[src/rtl/wb_master_seq.sv]
// wb_master_seq: single-outstanding Wishbone classic master sequencer.
// Turns one valid/ready command into one Wishbone cycle and returns the
// result on a one-cycle response strobe. After each cycle the master stays in
// RECOVER until the slave has released ack/err. This keeps a stale ack from
// being taken as the answer to the next command.
// Build option: define WB_MASTER_TIMEOUT_EN to add an ACTIVE-state watchdog.
// The watchdog aborts a cycle with an error response after TIMEOUT_CYCLES
// cycles without ack or err.
module wb_master_seq #(
    parameter int ADR_W          = 32,
    parameter int DAT_W          = 32,
    parameter int TIMEOUT_CYCLES = 16
) (
    input  logic             clk_i,
    input  logic             rst_i,
    input  logic             cmd_valid_i,
    output logic             cmd_ready_o,
    input  logic             cmd_we_i,
    input  logic [ADR_W-1:0] cmd_adr_i,
    input  logic [DAT_W-1:0] cmd_dat_i,
    output logic             rsp_valid_o,
    output logic [DAT_W-1:0] rsp_dat_o,
    output logic             rsp_err_o,
    output logic             cyc_o,
    output logic             stb_o,
    output logic             we_o,
    output logic [ADR_W-1:0] adr_o,
    output logic [DAT_W-1:0] dat_o,
    input  logic [DAT_W-1:0] dat_i,
    input  logic             ack_i,
    input  logic             err_i
);

    typedef enum logic [1:0] {
        IDLE,
        ACTIVE,
        RECOVER
    } state_t;

    state_t             state;
    state_t             state_next;
    logic               cyc_next;
    logic               stb_next;
    logic               we_next;
    logic [ADR_W-1:0]   adr_next;
    logic [DAT_W-1:0]   dat_next;
    logic               rsp_valid_next;
    logic               rsp_err_next;
    logic [DAT_W-1:0]   rsp_dat_next;
    logic               accept;
    logic               timeout_hit;

    // Ready is gated by a lingering ack/err, so a new cycle never starts
    // while the previous slave is still answering.
    assign cmd_ready_o = (state == IDLE) & ~ack_i & ~err_i & ~rst_i;
    assign accept      = cmd_valid_i & cmd_ready_o;

`ifdef WB_MASTER_TIMEOUT_EN
    localparam int CNT_W = (TIMEOUT_CYCLES > 1) ? $clog2(TIMEOUT_CYCLES) : 1;

    logic [CNT_W-1:0] timeout_cnt;

    // Watchdog counts ACTIVE cycles and restarts from zero on every entry.
    always_ff @(posedge clk_i) begin
        if (rst_i) begin
            timeout_cnt <= '0;
        end else if (state == ACTIVE) begin
            timeout_cnt <= timeout_cnt + 1'b1;
        end else begin
            timeout_cnt <= '0;
        end
    end

    assign timeout_hit = (timeout_cnt == CNT_W'(TIMEOUT_CYCLES - 1));
`else
    assign timeout_hit = 1'b0;
`endif

    // State and registered bus/response outputs.
    always_ff @(posedge clk_i) begin
        if (rst_i) begin
            state       <= IDLE;
            cyc_o       <= 1'b0;
            stb_o       <= 1'b0;
            we_o        <= 1'b0;
            adr_o       <= '0;
            dat_o       <= '0;
            rsp_valid_o <= 1'b0;
            rsp_err_o   <= 1'b0;
            rsp_dat_o   <= '0;
        end else begin
            state       <= state_next;
            cyc_o       <= cyc_next;
            stb_o       <= stb_next;
            we_o        <= we_next;
            adr_o       <= adr_next;
            dat_o       <= dat_next;
            rsp_valid_o <= rsp_valid_next;
            rsp_err_o   <= rsp_err_next;
            rsp_dat_o   <= rsp_dat_next;
        end
    end

    // Next-state and next-output logic. Bus fields hold their values unless
    // changed, and the response fields fall back to zero every cycle.
    always_comb begin
        state_next     = state;
        cyc_next       = cyc_o;
        stb_next       = stb_o;
        we_next        = we_o;
        adr_next       = adr_o;
        dat_next       = dat_o;
        rsp_valid_next = 1'b0;
        rsp_err_next   = 1'b0;
        rsp_dat_next   = '0;

        unique case (state)
            IDLE: begin
                if (accept) begin
                    cyc_next   = 1'b1;
                    stb_next   = 1'b1;
                    we_next    = cmd_we_i;
                    adr_next   = cmd_adr_i;
                    dat_next   = cmd_we_i ? cmd_dat_i : '0;
                    state_next = ACTIVE;
                end
            end
            ACTIVE: begin
                if (err_i || ack_i || timeout_hit) begin
                    rsp_valid_next = 1'b1;
                    cyc_next       = 1'b0;
                    stb_next       = 1'b0;
                    state_next     = RECOVER;
                    if (err_i || !ack_i) begin
                        rsp_err_next = 1'b1;
                    end else if (!we_o) begin
                        rsp_dat_next = dat_i;
                    end
                end
            end
            RECOVER: begin
                if (!ack_i && !err_i) begin
                    state_next = IDLE;
                end
            end
            default: begin
                state_next = IDLE;
            end
        endcase
    end

endmodule

[config.mk]
export PLATFORM = sky130hd
export DESIGN_NAME = wb_master_seq
export DESIGN_NICKNAME = d
export VERILOG_FILES = /design/src/rtl/wb_master_seq.sv
export SDC_FILE = /design/constraint.sdc
export NUM_CORES = 1
export LEC_CHECK = 0
export ABC_AREA = 1
export ABC_CLOCK_PERIOD_IN_PS = 1200
export CAP_MARGIN = 40
export CORE_UTILIZATION = 40
export CTS_CLUSTER_SIZE = 20
export DETAILED_ROUTE_END_ITERATION = 8
export DONT_BUFFER_PORTS = 1
export GPL_ROUTABILITY_DRIVEN = 0
export PLACE_DENSITY = 0.53
export REMOVE_ABC_BUFFERS = 1
export SYNTH_ARGS = -nofsm -noshare
export SYNTH_HDL_FRONTEND = slang
export SYNTH_SLANG_ARGS = --single-unit
[constraint.sdc]
create_clock -name clk_i -period 1.2 [get_ports clk_i]
set_input_delay 0.24 -clock clk_i [delete_from_list [all_inputs] [get_ports clk_i]]
set_output_delay 0.24 -clock clk_i [all_outputs]
set_load 0.05 [all_outputs]
==> impl_metrics.toml <==
[place]
numPortBuffers = 0
placedCellCount = 634
place_worst_setup_slack_ps = -97.2
post-dp-hpwl_um = 6110

[yosys]
asyncSetResetFlopFracSynth_pct = 0
synth_top_family_by_area = "simple AND/OR/NAND/NOR gates"
synth_top_cells_by_area = "dfxtp_1, a21oi_1, inv_1"
cell_with_the_most_instances_after_synthesis = "dfxtp_1"
synth_commonest_cells = "dfxtp_1, a21oi_1, inv_1, nand2_1, nor2_1"
synth_top_area_share_pct = 54.7
post_synth_simple_gate_area_pct = 19.3
synth_top_area_cell = "dfxtp_1"
distinct_cells_synth = 21
synth.ff_latch_count = 102
synth-seq-area-share_pct = 54.7
synth.area.mux_share_pct = 0
ys.flop_type = "dfxtp_1"
post_synth.cell_area_avg_um2 = 7.76
synth_enable_flop_cells = 0
synth_area_mm2 = 0.00373
synth-adder-area-share_pct = 0
yosys_warn_count = 0
synth-xor-area-share_pct = 0
synth_compound_gate_area_share_pct = 13.7
netlist_instances = 481

[setup_path]
crit_path_arrival_time_ps = 1710
critical_path.max_fanout = 8
worstSetupEndpointType = "register"
setup.worst_path.class = "reg -> reg"
crit_path_start_kind = "register"
worst-endpoint-required_ps = 1490

[cells_and_area]
final-instance-count-excl-fill = 701
drive_gt1_share_pct = 46.2
final_core_util_pct = 67.3
area_of_the_multi_input_gates_mm2 = 0.00177
area_growth_pct = 60.1
seqCellArea_mm2 = 0.00209
antennaDiodeCount = 0
fill_cells = 735
final_nets = 690

[pwr]
p_per_area_mw_per_mm2 = 1100
p_leak_nw = 2.66
power_mw = 6.59
vdd_ir_drop_max_mv = 0.779

[clock_tree]
cts.reportedPaths.clkPinSlew_ps = 100
clock-root-buffer = "clkbuf_8"
cts_buffer_depth = 2
ctsHtreeMaxLevel = 3
tritoncts.num_buffers = 9
numClockSinks = 102
worst_skew_late_latency_ps = 350
tritoncts = "done"

[timing]
final_period_minus_worst_setup_slack_ps = 1420
fmax_mhz = 705
skew_ps = 8.54
unrepaired_setup_endpoints_after_global_routing = "true"
layout_setup_ws_ps = -218
relSlewSlack_pct = 75.3
report.final.hold_viol_count = 34
worstMarginPinSlew_ps = 370
final_min_period_over_clock_period_pct = 118
hold_slack_ps = -67.6
setup-violations-final = 100
slew_viol_final = 0

[route]
wire_per_inst_um = 16.9
post_drt_via_cell_ratio = 5.00
drc = 0
postRouteAntennaNets = 0
routed_wl_um = 11900
dr.first_iter.drc_count = 80
drt-pass1-iter-count = 4
via_count = 3507

[floorplan]
dieArea_mm2 = 0.00973
floorplan.rows = 34
dieHeight_um = 98.6
floorplan.initialDensity_pct = 42.0
core_region_area_mm2 = 0.00889
die_w_um = 98.6
ioPinCount = 204

[global_route]
global_route_wire_length_before_repair_um = 17800
grt_start_max_net_pins = 67
first_global_vias = 3512
grt_remaining_overflow = 0
grt_util_met2_pct = 42.7
gr-usage-met1_pct = 26.6
grt_usage_pct = 23.6
antenna_found_initial = 0
groute.layer.met3.usage_pct = 7.66
gr-max-usage-layer = "met2"

[flow_run]
max_cap_violations = 0

[run_status]
status = "finished, violations left"
violations = "negative hold slack, negative setup slack"

[min_path]
timing.hold.worst.class = "in -> reg"
## layout by cell type, fill, tap and decap left out, drive strengths merged, types with 10 or more instances in the layout
cell	synthesis	routed
nand2	67	67
nor2	69	69
buf	18	104
clkbuf	18	10
o21ai	36	36
dlygate4sd3	0	24
nand3	33	33
a21oi	66	66
inv	68	71
dfxtp	102	102
## logic make-up after synthesis
kind of cell | Yosys count
compound gates | 102
buf+inv | 104
flops | 102
simple gates | 173
## through the flow
stage	hold WS [ps]	area (um^2)	TNS (ps)
after floorplan	309	3530	-72040
after global placement	313	4320	-722
after detailed placement	315	4320	-3910
after CTS	-88.5	5740	-10520
after global routing	-109	5980	-18870
final	-67.6	5980	-13020
## sequential cells by signal (all words and copies together), names as in the netlist
| register | flops |
|---|---|
| state | 2 |
| rsp_valid_o | 1 |
| stb_o | 1 |
| dat_o | 32 |
| we_o | 1 |
| rsp_dat_o | 32 |
| adr_o | 32 |
| rsp_err_o | 1 |
## critical path, stage by stage (launching register included)
cell and delay [ps]:
dfxtp_2 350, buf_6 110, or2_4 240, nor2_4 120, nand3b_4 140, buf_12 170, buf_16 150, nor2_1 80
## power breakdown
part | internal (mW) | total, mW | switching (mW)
logic | 0.362 | 0.874 | 0.512
clock network | 0.995 | 2.24 | 1.24
registers | 3.44 | 3.48 | 0.0380
total | 4.80 | 6.59 | 1.79
## final timing paths
| path | startpoint | endpoint | slack (ps) | cells after the start |
|---|---|---|---|---|
| worst min register to register | dat_o[4] | dat_o[4] | 470 | 2 |
| worst max-delay path | state[1] | rsp_dat_o[4] | -220 | 7 |
| worst min-delay path | rst_i | dat_o[7] | -70 | 1 |
| worst max register to register | state[1] | rsp_dat_o[4] | -220 | 7 |
## metal layers
metal	vias to the layer above	part of all wire, %
met2	124	52
met3	13	6.7
met4	0	1.4
met1	1651	40
li1	1719	-
met5	-	0
## area by class of cell
type                            count  area share [%]
Inverter                           68            4.31
Timing Repair Buffer              132            25.4
Tap cell                          108            2.26
Clock buffer                        9            2.07
Clock inverter                      7            1.34
Multi-Input combinational cell    275            29.6
Sequential cell                   102            35.0
## timing repair
action                     in CTS  in global routing
gates cloned                   13                  2
hold buffers                   22                  2
hold endpoints to repair       56                 36
gates resized for setup       187                 77
pin swaps                      33                  2
buffers inserted               15                  2
setup endpoints to repair     129                116
No activity file was read; power rests on OpenSTA's default activity.
